## src/rtl/alu_pkg.sv

```systemverilog
// Shared types and constants for the stack-machine ALU.
package alu_pkg;

    localparam int unsigned ALU_W    = 16;
    localparam int unsigned ITER_CNT = 16;

    typedef enum logic [3:0] {
        OP_ADD = 4'h0,
        OP_SUB = 4'h1,
        OP_MUL = 4'h2,
        OP_DIV = 4'h3,
        OP_MOD = 4'h4,
        OP_AND = 4'h5,
        OP_OR  = 4'h6,
        OP_XOR = 4'h7,
        OP_NOT = 4'h8,
        OP_NEG = 4'h9,
        OP_SHL = 4'hA,
        OP_SHR = 4'hB,
        OP_SRA = 4'hC,
        OP_EQ  = 4'hD,
        OP_LT  = 4'hE,
        OP_LTU = 4'hF
    } alu_op_e;

    typedef enum logic [1:0] {
        ST_IDLE,
        ST_ITER,
        ST_FIX,
        ST_FIN
    } alu_state_e;

    function automatic logic [ALU_W-1:0] magnitude(input logic [ALU_W-1:0] v);
        return v[ALU_W-1] ? (~v + 1'b1) : v;
    endfunction

    function automatic logic is_muldiv(input alu_op_e op);
        return (op == OP_MUL) || (op == OP_DIV) || (op == OP_MOD);
    endfunction

endpackage

```

## src/rtl/alu_muldiv.sv

```systemverilog
// Iterative unsigned shift-add multiplier / restoring divider on one 32-bit accumulator.
module alu_muldiv
    import alu_pkg::*;
(
    input  logic             clock,
    input  logic             reset_n,
    input  logic             start_i,
    input  logic             is_div_i,
    input  logic [ALU_W-1:0] mag_a_i,
    input  logic [ALU_W-1:0] mag_b_i,
    output logic [2*ALU_W-1:0] prod_o,
    output logic [ALU_W-1:0] quot_o,
    output logic [ALU_W-1:0] rem_o,
    output logic             ready_o
);

    logic [2*ALU_W-1:0] acc_q, acc_d;
    logic [ALU_W-1:0]   opnd_q, opnd_d;
    logic [4:0]         cnt_q, cnt_d;
    logic               busy_q, busy_d;
    logic               div_q, div_d;

    logic [ALU_W:0]     add_sum;
    logic [ALU_W+1:0]   trial;

    always_ff @(posedge clock) begin
        if (reset_n) begin
            acc_q  <= '0;
            opnd_q <= '0;
            cnt_q  <= '0;
            busy_q <= 1'b0;
            div_q  <= 1'b0;
        end else begin
            acc_q  <= acc_d;
            opnd_q <= opnd_d;
            cnt_q  <= cnt_d;
            busy_q <= busy_d;
            div_q  <= div_d;
        end
    end

    always_comb begin
        acc_d   = acc_q;
        opnd_d  = opnd_q;
        cnt_d   = cnt_q;
        busy_d  = busy_q;
        div_d   = div_q;
        add_sum = {1'b0, acc_q[2*ALU_W-1:ALU_W]} + {1'b0, opnd_q};
        // Shifted partial remainder minus divisor; the top bit flags a borrow.
        trial   = {1'b0, acc_q[2*ALU_W-1:ALU_W-1]} - {2'b00, opnd_q};

        if (start_i) begin
            acc_d  = {{ALU_W{1'b0}}, mag_a_i};
            opnd_d = mag_b_i;
            div_d  = is_div_i;
            cnt_d  = '0;
            busy_d = 1'b1;
        end else if (busy_q) begin
            cnt_d  = cnt_q + 5'd1;
            busy_d = (cnt_q != 5'(ITER_CNT - 1));
            if (div_q) begin
                if (!trial[ALU_W+1])
                    acc_d = {trial[ALU_W-1:0], acc_q[ALU_W-2:0], 1'b1};
                else
                    acc_d = {acc_q[2*ALU_W-2:0], 1'b0};
            end else begin
                if (acc_q[0])
                    acc_d = {add_sum, acc_q[ALU_W-1:1]};
                else
                    acc_d = {1'b0, acc_q[2*ALU_W-1:1]};
            end
        end
    end

    // High during the last iteration; results are stable from the next cycle on.
    assign ready_o = busy_q && (cnt_q == 5'(ITER_CNT - 1));
    assign prod_o  = acc_q;
    assign quot_o  = acc_q[ALU_W-1:0];
    assign rem_o   = acc_q[2*ALU_W-1:ALU_W];

endmodule

```

## src/rtl/alu_unit.sv

```systemverilog
// Multi-cycle 16-bit ALU: single-cycle ops, sign handling and error detection around alu_muldiv.
module alu_unit
    import alu_pkg::*;
(
    input  logic             clock,
    input  logic             reset_n,
    input  logic [ALU_W-1:0] alu_a,
    input  logic [ALU_W-1:0] alu_b,
    input  logic [ALU_W-1:0] alu_op,
    input  logic             go,
    output logic [ALU_W-1:0] alu_out,
    output logic             done,
    output logic             err_flag
);

    alu_state_e       state_q, state_d;
    alu_op_e          op_q, op_d;
    logic             sa_q, sa_d;
    logic             sb_q, sb_d;
    logic [ALU_W-1:0] out_q, out_d;
    logic             err_q, err_d;
    logic             done_q, done_d;

    alu_op_e          op_in;
    logic             illegal;
    logic             md_start;
    logic             md_ready;
    logic [2*ALU_W-1:0] md_prod;
    logic [ALU_W-1:0] md_quot, md_rem;

    logic [ALU_W-1:0] sc_res;
    logic             sc_err;
    logic [ALU_W-1:0] sum, dif;
    logic [3:0]       shamt;

    logic             neg_res;
    logic [2*ALU_W-1:0] prod_s;
    logic [ALU_W-1:0] quot_s, rem_s;
    logic [ALU_W-1:0] fix_res;
    logic             fix_err;

    assign op_in   = alu_op_e'(alu_op[3:0]);
    assign illegal = |alu_op[ALU_W-1:4];

    alu_muldiv u_muldiv (
        .clock    (clock),
        .reset_n  (reset_n),
        .start_i  (md_start),
        .is_div_i ((op_in == OP_DIV) || (op_in == OP_MOD)),
        .mag_a_i  (magnitude(alu_a)),
        .mag_b_i  (magnitude(alu_b)),
        .prod_o   (md_prod),
        .quot_o   (md_quot),
        .rem_o    (md_rem),
        .ready_o  (md_ready)
    );

    always_comb begin
        sum    = alu_a + alu_b;
        dif    = alu_a - alu_b;
        shamt  = alu_b[3:0];
        sc_res = '0;
        sc_err = 1'b0;
        case (op_in)
            OP_ADD: begin
                sc_res = sum;
                sc_err = (alu_a[ALU_W-1] == alu_b[ALU_W-1]) && (sum[ALU_W-1] != alu_a[ALU_W-1]);
            end
            OP_SUB: begin
                sc_res = dif;
                sc_err = (alu_a[ALU_W-1] != alu_b[ALU_W-1]) && (dif[ALU_W-1] != alu_a[ALU_W-1]);
            end
            OP_AND: sc_res = alu_a & alu_b;
            OP_OR:  sc_res = alu_a | alu_b;
            OP_XOR: sc_res = alu_a ^ alu_b;
            OP_NOT: sc_res = ~alu_a;
            OP_NEG: begin
                sc_res = '0 - alu_a;
                sc_err = (alu_a == {1'b1, {(ALU_W-1){1'b0}}});
            end
            OP_SHL: sc_res = alu_a << shamt;
            OP_SHR: sc_res = alu_a >> shamt;
            OP_SRA: sc_res = $signed(alu_a) >>> shamt;
            OP_EQ:  sc_res = {{(ALU_W-1){1'b0}}, alu_a == alu_b};
            OP_LT:  sc_res = {{(ALU_W-1){1'b0}}, $signed(alu_a) < $signed(alu_b)};
            OP_LTU: sc_res = {{(ALU_W-1){1'b0}}, alu_a < alu_b};
            default: begin
                sc_res = '0;
                sc_err = 1'b0;
            end
        endcase
    end

    always_comb begin
        neg_res = sa_q ^ sb_q;
        prod_s  = neg_res ? ('0 - md_prod) : md_prod;
        quot_s  = neg_res ? ('0 - md_quot) : md_quot;
        rem_s   = sa_q ? ('0 - md_rem) : md_rem;
        fix_res = '0;
        fix_err = 1'b0;
        case (op_q)
            OP_MUL: begin
                fix_res = prod_s[ALU_W-1:0];
                fix_err = !((&prod_s[2*ALU_W-1:ALU_W-1]) || !(|prod_s[2*ALU_W-1:ALU_W-1]));
            end
            // A positive quotient of 32768 only arises from 16'h8000 / -1.
            OP_DIV: begin
                fix_res = quot_s;
                fix_err = !neg_res && md_quot[ALU_W-1];
            end
            default: begin
                fix_res = rem_s;
                fix_err = 1'b0;
            end
        endcase
    end

    always_ff @(posedge clock) begin
        if (reset_n) begin
            state_q <= ST_IDLE;
            op_q    <= OP_ADD;
            sa_q    <= 1'b0;
            sb_q    <= 1'b0;
            out_q   <= '0;
            err_q   <= 1'b0;
            done_q  <= 1'b0;
        end else begin
            state_q <= state_d;
            op_q    <= op_d;
            sa_q    <= sa_d;
            sb_q    <= sb_d;
            out_q   <= out_d;
            err_q   <= err_d;
            done_q  <= done_d;
        end
    end

    always_comb begin
        state_d  = state_q;
        op_d     = op_q;
        sa_d     = sa_q;
        sb_d     = sb_q;
        out_d    = out_q;
        err_d    = err_q;
        done_d   = 1'b0;
        md_start = 1'b0;
        case (state_q)
            ST_IDLE: begin
                if (go) begin
                    op_d = op_in;
                    sa_d = alu_a[ALU_W-1];
                    sb_d = alu_b[ALU_W-1];
                    if (illegal) begin
                        out_d  = '0;
                        err_d  = 1'b1;
                        done_d = 1'b1;
                    end else if (is_muldiv(op_in)) begin
                        if ((op_in != OP_MUL) && (alu_b == '0)) begin
                            out_d  = '0;
                            err_d  = 1'b1;
                            done_d = 1'b1;
                        end else begin
                            md_start = 1'b1;
                            state_d  = ST_ITER;
                        end
                    end else begin
                        out_d  = sc_res;
                        err_d  = sc_err;
                        done_d = 1'b1;
                    end
                end
            end
            ST_ITER: begin
                if (md_ready)
                    state_d = ST_FIX;
            end
            ST_FIX: begin
                out_d   = fix_res;
                err_d   = fix_err;
                done_d  = 1'b1;
                state_d = ST_IDLE;
            end
            default: state_d = ST_IDLE;
        endcase
    end

    assign alu_out  = out_q;
    assign err_flag = err_q;
    assign done     = done_q;

endmodule

```

## config.mk

```make
export PLATFORM = sky130hd
export DESIGN_NAME = alu_unit
export DESIGN_NICKNAME = d
export VERILOG_FILES = /design/src/rtl/alu_pkg.sv /design/src/rtl/alu_muldiv.sv /design/src/rtl/alu_unit.sv
export SDC_FILE = /design/constraint.sdc
export NUM_CORES = 1
export LEC_CHECK = 0
export ABC_AREA = 0
export BUFFER_PORTS_ARGS = -buffer_cell sky130_fd_sc_hd__buf_2
export CAP_MARGIN = 10
export CELL_PAD_IN_SITES_DETAIL_PLACEMENT = 2
export CELL_PAD_IN_SITES_GLOBAL_PLACEMENT = 2
export CORE_MARGIN = 4
export CORE_UTILIZATION = 40
export CTS_BUF_LIST = sky130_fd_sc_hd__clkbuf_4
export CTS_CLUSTER_DIAMETER = 50
export CTS_CLUSTER_SIZE = 10
export DETAILED_ROUTE_END_ITERATION = 8
export PLACE_DENSITY_LB_ADDON = 0.1
export SLEW_MARGIN = 20
export SYNTH_ARGS = -nofsm -noshare
export SYNTH_HDL_FRONTEND = slang
export SYNTH_SLANG_ARGS = --single-unit
```

## constraint.sdc

```tcl
create_clock -name clock -period 7.15 [get_ports clock]
set_clock_uncertainty 0.2 [all_clocks]
set_input_delay 1.43 -clock clock [delete_from_list [all_inputs] [get_ports clock]]
set_output_delay 1.43 -clock clock [all_outputs]
set_load 0.005 [all_outputs]
```

==> results of run 1 <==
==> cells in the mapped netlist, types with 9 or more instances <==
cell | count | area, um2
a211o_1 | 9 | 78.8
o21a_1 | 12 | 90.1
buf_1 | 15 | 56.3
o21bai_1 | 9 | 67.6
dfxtp_1 | 81 | 1620
nand2b_1 | 21 | 131
xnor2_1 | 73 | 639
o21ai_0 | 101 | 505
or3_1 | 29 | 181
clkbuf_1 | 113 | 424
a211oi_1 | 47 | 353
mux4_2 | 12 | 270
nor2b_1 | 23 | 144
nand2_1 | 177 | 664
nor4_1 | 16 | 100
a31o_2 | 9 | 78.8
nor2_1 | 146 | 548
a2111oi_0 | 10 | 87.6
ha_1 | 96 | 1200
nand3_1 | 36 | 180
a31oi_1 | 16 | 100
nand4_1 | 21 | 131
o211ai_1 | 27 | 203
inv_1 | 72 | 270
nor3_1 | 51 | 255
a21oi_1 | 150 | 751
mux2i_1 | 52 | 521
xor2_1 | 27 | 236
a221oi_1 | 24 | 210
o31ai_1 | 17 | 128
==> through the flow <==
stage / std cells / worst slack [ns]
2_1_floorplan: 1658 / 2.48
3_3_place_gp: 1994 / 1.78
3_5_place_dp: 1994 / 1.60
4_1_cts: 2010 / 2.15
5_1_grt: 2011 / 1.84
6_report: 2011 / 2.08
==> layout make-up <==
cell class	instances	area share, %
flip-flops and latches	81	13.2
inverters	74	2.27
diodes	1	0.0204
clock inverters	7	0.419
clock buffers	9	0.551
multi-input cells	1363	75.3
well taps	384	3.92
repair buffers	92	4.25
==> sequential cells by signal (all words and copies together) (netlist names) <==
register         cells
done                 1
alu_out             16
sa_q                 1
u_muldiv.busy_q      1
u_muldiv.div_q       1
err_flag             1
op_q                 4
u_muldiv.opnd_q     16
state_q              2
u_muldiv.prod_o     32
u_muldiv.cnt_q       5
sb_q                 1
==> logic make-up after synthesis <==
kind of cell | after synthesis | share of synthesized area (%)
AOI/OAI and AO/OA | 523 | 29.6
xor gates and xnor gates | 100 | 7.51
adders and majority gates | 100 | 11.0
buffers and inverters | 214 | 7.12
DFF | 81 | 13.9
muxes | 68 | 7.17
and+or+nand+nor | 572 | 23.8
==> how the worst max path moves through the flow <==
stage	end	slack, ns	depth (start not counted)
3_3_place_gp	err_flag$_SDFFE_PP0P_	1.78	12
2_1_floorplan	err_flag$_SDFFE_PP0P_	2.48	13
6_report	err_flag$_SDFFE_PP0P_	2.08	12
4_1_cts	err_flag$_SDFFE_PP0P_	2.15	12
5_1_grt	err_flag$_SDFFE_PP0P_	1.84	12
3_5_place_dp	err_flag$_SDFFE_PP0P_	1.60	12
==> power groups by stage <==
stage	registers [mW]	logic (mW)	clock network [mW]
2_1_floorplan	0.465	0.268	0
5_1_grt	0.460	0.468	0.289
3_5_place_dp	0.468	0.427	0
6_report	0.459	0.439	0.269
4_1_cts	0.459	0.428	0.275
3_3_place_gp	0.468	0.416	0
==> tightest hold or removal path, cell delays in order (launching register included) <==
cell	delay [ns]
dfxtp_1	0.35
nand2_1	0.06
a21oi_1	0.05
==> placed cells by master (no fill, tap or decap), types with 47 or more instances in the layout <==
cell        n
inv_1      72
ha_1       96
nor2_1    146
nor3_1     51
dfxtp_1    80
mux2i_1    52
buf_2      68
a211oi_1   47
xnor2_1    72
nand2_1   177
a21oi_1   150
o21ai_0   101
==> metal layers <==
metal	routed length [um]	vias to the layer above	share of wire, %	track usage (%)
li1	-	5985	-	-
met5	0	-	0	0
met1	22400	6599	41	41.4
met2	26000	512	48	57.3
met4	3600	0	6.6	18.9
met3	2660	169	4.9	2.59
==> metrics.txt, run 1 <==
crit-path cells buf_2 > inv_1 > ha_1 > nand4_1 > or4_1 > a2111o_1 > a31o_2 > nor2_1 > buf_4 > o211ai_1 > a311oi_1 > nor3_1; switching part of the total 43.1%; CTS buffer count 9; Switch Pwr 504 uW; Total Routing Usage GR 33.5%; sequential share of the synthesized area 13.9%; P_leak 4.71 nW; vias post-DR ~13k; Tmin final 5.07 ns; top_reg_cell synth dfxtp_1; required time worst endpoint 7.34 ns; Async SR Flop Fraction 0%; RR Startpoint u_muldiv.prod_o[0]$_SDFFE_PP0P_; clk root buf clkbuf_4; Slew headroom 20.6%; first-pass GRT wire length 83300 um; core box area 28700 um2; Cells on Worst Hold Path 2; Clk pwr share 23.1%; max cap viols 0; Synthesized Nets 1809; WS Path Type primary input to flop; detailed placement HPWL between 40000 and 50000 um; synth-to-layout area growth 5.06%; CP max stage delay approximately 0.6 ns; Reg2Reg Depth 11; Gate power share 37.6%; Fill cells 3474; Max FO, Critical Path 22; Final Hold Violating Endpoints 0; initial core utilization 40.6%; Post-route DRC 0; Worst Path Buf+Inv 3; Syn Area/Cell 7.04 um2; synthesized flop and latch total ~80; vias in the first global route 13.8k; area of the multi-input gates 9230 um2; CTS hold repair buffers 0; gr ovfl total 0; postcts setup bufs 0; initial antenna violation count 1; YS warnings 0; IO buf count 68; Post-synth EDFFs 0; Final setup viols 0; Peak VDD IR 0.0810 mV; H-tree lvl count 3; Int Power 664 uW; placed cell area roughly 12000 um2; placer congestion estimate 0.987; Cell Area, Synth 11700 um2; Die X 179 um; drt pass-1 iters 5; DRT antenna net count 0; r2r endpoint err_flag$_SDFFE_PP0P_; Sum Neg Setup Slack 0 ns; Reg clk slew, reported paths between 0.15 and 0.2 ns; Worst-Skew Late Latency approximately 0.5 ns; worst hold slack 0.293 ns; Layout Utilization 42.7%; sequential share of power 39.3%; share of cells above drive strength 1 about 10%; RSZ-0062 raised after global routing no; largest net degree at the start of global routing 63; synthesized netlist cell count around 1.7k; Slew @ Worst Pin 1.18 ns; TritonCTS Sinks 81; Slowest-stage cell, CP or4_1; Gates resized, CTS repair 0; Die Ht roughly 180 um; Iter 0 DRT Violations 948; Wirelength per Cell 27.2 um; routed wire length 54600 um; WHS Endpoint u_muldiv.opnd_q[3]$_SDFFE_PP0P_; Hold Crit Class flop to flop; Power Total between 1 and 1.5 mW; Netlist cell types 84; arrival time worst endpoint around 5.3 ns; crit path launch alu_b[0]; r2r setup slk 2.67 ns; Total Die Area about 32000 um2; startpoint types primary input; Crit. End Element flop; Ports 69; CTS tree yes; CTS Buffer Depth 2; hold path startpoint u_muldiv.opnd_q[3]$_SDFFE_PP0P_; Register Area 1620 um2; # nets final 1772; Final Slew Violations 0; num rows 62; fmax 197 MHz; fin crit share 71.0%; P per Cell Area 95.3 nW/um2; Via-to-Cell Ratio ~6.6; final instance area ~12000 um2; status finished, final reports clean; Top delay family on crit path simple AND/OR/NAND/NOR gates
(Power assumes the default switching activity.)
==> run 2: changes to the inputs <==
CORE_UTILIZATION = 33   (was 40)
clock period = 4.1 ns   (was 7.15 ns; I/O delays follow)
==> run 2 against run 1 <==
Against the previous run:
- combinational power is 92% higher
- sequential cell count unchanged
- critical path depth up 1
- die area up 20%
- sequential power up 74%
- via count grew 0.49%
- global-route usage decreased by 4.4 points
- worst setup slack got worse by 1.8 ns
- sequential share of layout area decreased by 0.93 points
- highest routed layer unchanged
- largest power group is now combinational cells
- final cell count increased by 8.8%
==> metrics.txt, run 2 (synthesis results as in run 1) <==
P_leak 5.24 nW; core box area 34700 um2; Final setup viols 0; Total Die Area 38400 um2; vias in the first global route 14.1k; status finished, final reports clean; most common cell after layout, fill and taps aside nand2_1; Top delay family on crit path compound AO/OA/AOI/OAI gates; Final Hold Violating Endpoints 0; crit-path cells buf_2 > buf_4 > inv_1 > ha_1 > o21bai_1 > a21oi_1 > a21oi_1 > nor2_1 > nor2_1 > nor4b_1 > o221ai_1 > a222oi_1 > nor2_1; CTS hold repair buffers 0; Gate power share 38.4%; post-placement setup slack -0.283 ns; CTS Buffer Depth 2; startpoint types primary input; Switch Pwr 917 uW; placer congestion estimate between 0.9 and 1; H-tree lvl count 3; num rows approximately 70; detailed placement HPWL 45900 um; arrival time worst endpoint about 4.0 ns; Die X between 150 and 200 um; r2r setup slk 0.35 ns; max cap viols 0; largest net degree at the start of global routing 60; fmax 259 MHz; RSZ-0062 raised after global routing no; max FFs per register 32; required time worst endpoint ~4.3 ns; drt pass-1 iters 5; CTS buffer count 9; Tmin final a little under 4 ns; gr ovfl total 0; CTS tree yes; Placed Cells 2171; TritonCTS Sinks 81; initial core utilization about 34%; initial antenna violation count 1; routed wire length between 50000 and 60000 um; P per Cell Area 167 nW/um2; Max FO, Critical Path 11; IO buf count a little under 70; Slew headroom 27.4%; Via-to-Cell Ratio between 6 and 7; worst hold slack about 0.28 ns; Fill cells 4251; Slowest-stage cell, CP nor4b_1; switching part of the total 41.7%; CP max stage delay ~0.77 ns; Gates resized, CTS repair 0; Clk pwr share between 20 and 30%; postcts setup bufs 0; Post-route DRC 0; share of cells above drive strength 1 15.4%; Final Slew Violations 0; WS Path Type primary input to flop; Total Routing Usage GR 29.0%; Iter 0 DRT Violations ~1.0k; clk root buf clkbuf_4; fin cells 2188; Slew @ Worst Pin 1.07 ns; vias post-DR 13.3k; first-pass GRT wire length 87500 um; sequential share of power 36.3%; Die Ht 196 um; Peak VDD IR 0.0978 mV; # nets final 1878; Ports 69; Int Power about 1.3 mW; DRT antenna net count 0; Crit. End Element flop; fin crit share 94.2%; cell mode on critical path nor2_1; Reg clk slew, reported paths 0.15 ns; commonest cells after routing, fill and taps aside 177 x nand2_1, 150 x a21oi_1, 146 x nor2_1; final worst setup slack 0.239 ns; Hold Crit Class flop to flop; Worst-Skew Late Latency ~0.50 ns; Worst Path Buf+Inv 3; synth-to-layout area growth 13.0%; Wirelength per Cell roughly 26 um
==> run 2: cell types whose count changed in the layout (fill, tap and decap cells not counted) <==
| cell | change |
|---|---|
| inv_8 | +1 |
| dfxtp_1 | -1 |
| clkinv_2 | -1 |
| clkinv_1 | -1 |
| buf_12 | +1 |
| dfxtp_2 | +1 |
| buf_4 | +105 |
| bufinv_16 | +1 |
==> run 2: final timing paths <==
path                                                  startpoint  cells after the start                                to
worst min register to register           alu_out[0]$_SDFFE_PP0P_                      2           alu_out[0]$_SDFFE_PP0P_
worst max register to register  u_muldiv.prod_o[16]$_SDFFE_PP0P_                     11  u_muldiv.prod_o[28]$_SDFFE_PP0P_
worst max-delay path                                    alu_a[2]                     13           alu_out[6]$_SDFFE_PP0P_
worst min-delay path                     alu_out[0]$_SDFFE_PP0P_                      2           alu_out[0]$_SDFFE_PP0P_
==> run 2: worst register-to-register path: cells and delay by family (launching register included) <==
kind	cells	cell delay, ns
adders and majority gates	1	0.26
muxes	1	0.12
and+or+nand+nor	1	0.15
DFF	1	0.48
buffers and inverters	1	0.20
AOI/OAI and AO/OA	7	2.30
==> run 2: metrics by stage <==
stage          area, um2  utilization, %  setup TNS [ns]  total power, mW
2_1_floorplan      11700               -               0             1.28
3_3_place_gp       13000            37.5          -0.279             1.63
3_5_place_dp       13000            37.5          -0.577             1.64
4_1_cts            13200            38.0               0             2.21
5_1_grt            13200            38.0               0             2.30
6_report           13200            38.0               0             2.20
==> run 2: area by class of cell <==
| class | count | area [um2] | share of cell area [%] |
|---|---|---|---|
| diodes | 1 | 2.50 | 0.0190 |
| clock buffers | 9 | 67.6 | 0.512 |
| clock inverters | 7 | 83.8 | 0.636 |
| inverters | 74 | 278 | 2.11 |
| multi-input cells | 1363 | 9230 | 70.0 |
| flip-flops and latches | 81 | 1620 | 12.3 |
| well taps | 455 | 569 | 4.32 |
| repair buffers | 198 | 1330 | 10.1 |
==> run 2: power by group through the flow <==
stage | clock [mW] | combinational, mW | sequential (mW)
final | 0.557 | 0.844 | 0.797
after global routing | 0.599 | 0.907 | 0.798
after CTS | 0.581 | 0.834 | 0.797
after detailed placement | 0 | 0.831 | 0.814
after global placement | 0 | 0.818 | 0.814
after floorplan | 0 | 0.467 | 0.812
==> run 2: routing by layer <==
metal | track usage, % | up-vias | part of all wire, %
met3 | 1.84 | 94 | 2.8
li1 | - | 6207 | -
met2 | 51.8 | 279 | 50
met5 | 0 | - | 0
met4 | 11.8 | 0 | 4.5
met1 | 36.3 | 6750 | 43
==> run 3: changes to the inputs <==
BUFFER_PORTS_ARGS = not set   (was -buffer_cell sky130_fd_sc_hd__buf_2)
CORE_UTILIZATION = 35   (was 33)
DONT_BUFFER_PORTS = 1   (was not set)
RECOVER_POWER = 100   (was not set)
==> run 3 against run 2 <==
Against the previous run:
- final cell count down 5.8%
- largest power group is now registers
- critical path type is now flop to flop
- worst hold slack got worse by 0.080 ns
- worst setup slack improved by 0.016 ns
- total power shrank 9.9%
- critical path depth shrank 2
- highest routed layer unchanged
- combinational power down 20%
==> metrics.txt, run 3 (synthesis results as in run 1) <==
status finished, final reports clean; TritonCTS Sinks 81; Total Die Area 36300 um2; synth-to-layout area growth 6.59%; drt pass-1 iters 5; Reg clk slew, reported paths 0.14 ns; postcts setup bufs 0; vias in the first global route 14.0k; IO buf count 0; CTS tree yes; P_leak roughly 4.7 nW; WHS Endpoint u_muldiv.prod_o[0]$_SDFFE_PP0P_; Worst-Skew Late Latency 0.48 ns; fmax 260 MHz; detailed placement HPWL 44900 um; first-pass GRT wire length 87600 um; arrival time worst endpoint 4.01 ns; Die X 191 um; initial core utilization 35.7%; P per Cell Area between 150 and 200 nW/um2; share of cells above drive strength 1 9.02%; Final Slew Violations 0; gr ovfl total 0; # nets final 1766; Gates resized, CTS repair 0; commonest cells after routing, fill and taps aside 177 x nand2_1, 150 x a21oi_1, 146 x nor2_1; CTS Buffer Depth 2; placed cell area 12300 um2; CP max stage delay 0.76 ns; H-tree lvl count 3; largest net degree at the start of global routing 63; Slew headroom between 30% and 40%; worst hold slack 0.200 ns; Peak VDD IR 0.110 mV; Tmin final 3.84 ns; Die Ht 191 um; Final setup viols 0; Wirelength per Cell 27.7 um; CTS buffer count 9; hold path startpoint reset_n; Fill cells 4004; r2r endpoint err_flag$_SDFFE_PP0P_; Total Routing Usage GR 31.0%; Crit. End Element flop; Register Area 1630 um2; max cap viols 0; Slew @ Worst Pin 1.04 ns; Iter 0 DRT Violations between 800 and 900; most common cell after layout, fill and taps aside nand2_1; core box area 32700 um2; initial antenna violation count 1; Ports slightly below 70; crit-path cells inv_1 > ha_1 > or4b_2 > or4_1 > nor4_4 > xor2_1 > nand4b_1 > o311ai_1 > nand4_1 > o21ai_0 > nor3_1; DRT antenna net count 0; WS Path Type flop to flop; Final Hold Violating Endpoints 0; startpoint types flop; RR Startpoint u_muldiv.prod_o[17]$_SDFFE_PP0P_; clk root buf clkbuf_4; required time worst endpoint 4.27 ns; final instance area 12400 um2; placer congestion estimate ~0.94; Via-to-Cell Ratio 6.39; fin crit share a little over nine tenths; Post-route DRC 0; area of the multi-input gates around 9200 um2; routed wire length approximately 57000 um; vias post-DR about 13k; Cells on Worst Hold Path 1; RSZ-0062 raised after global routing no; Reg2Reg Depth 11; r2r setup slk approximately 0.26 ns; max FFs per register 32; Max FO, Critical Path 9; CTS hold repair buffers 0; num rows 66; Hold Crit Class primary input to flop; Slowest-stage cell, CP or4b_2
run 3: cell types whose count changed in the layout (fill, tap and decap cells not counted), sizes merged:
cell / change
clkinv: +1
buf: -123
clkbuf: +12
inv: -3
run 3: final cells by class:
type                            instances  area share [%]
Multi-Input combinational cell       1363            74.3
Sequential cell                        81            13.1
Timing Repair Buffer                   86            4.88
Tap cell                              442            4.45
Inverter                               74            2.23
Clock buffer                           10           0.604
Clock inverter                          5           0.453
Antenna cell                            1          0.0201
run 3: worst max-delay path by stage:
stage / startpoint / to / slack (ns) / cells past startpoint
2_1_floorplan: alu_b[1] / err_flag$_SDFFE_PP0P_ / 0.04 / 13
3_3_place_gp: alu_a[0] / alu_out[15]$_SDFFE_PP0P_ / 0.08 / 14
3_5_place_dp: alu_a[0] / alu_out[15]$_SDFFE_PP0P_ / -0.09 / 14
4_1_cts: u_muldiv.prod_o[17]$_SDFFE_PP0P_ / u_muldiv.prod_o[31]$_SDFFE_PP0P_ / 0.06 / 12
5_1_grt: u_muldiv.prod_o[17]$_SDFFE_PP0P_ / u_muldiv.prod_o[31]$_SDFFE_PP0P_ / 0.1 / 12
6_report: u_muldiv.prod_o[17]$_SDFFE_PP0P_ / err_flag$_SDFFE_PP0P_ / 0.26 / 11
run 3: routing by layer:
metal	wire length [um]	track usage, %	vias up
li1	-	-	5991
met1	23700	38.3	6647
met2	27900	54.0	397
met3	2450	3.52	140
met4	3120	14.4	0
met5	0	0	-
run 3: report_power, final:
| part | switching (mW) | internal, mW | total [mW] | leakage (nW) |
|---|---|---|---|---|
| Combinational | 0.429 | 0.246 | 0.675 | 3.96 |
| Sequential | 0.00496 | 0.792 | 0.797 | 0.656 |
| Clock | 0.319 | 0.190 | 0.509 | 0.0726 |
| Total | 0.753 | 1.23 | 1.98 | 4.69 |
run 3: metrics by stage:
step                total power, mW  setup TNS (ns)  util (%)  instances  setup slack (ns)
floorplan                      1.28               0         -       1658            0.0437
global placement               1.46               0      37.7       2046            0.0823
detailed placement             1.48         -0.0929      37.7       2046           -0.0929
CTS                            2.00               0      38.1       2061            0.0617
global route                   2.08               0      38.0       2062            0.0980
finish                         1.98               0      38.0       2062             0.255
run 3: worst max-delay path, delay by kind of cell, from the launching register on:
kind / cells / cell delay (ns)
flops: 1 / 0.41
buf+inv: 1 / 0.16
compound gates: 2 / 0.45
simple gates: 6 / 2.07
xor+xnor: 1 / 0.19
fa+ha+maj: 1 / 0.25
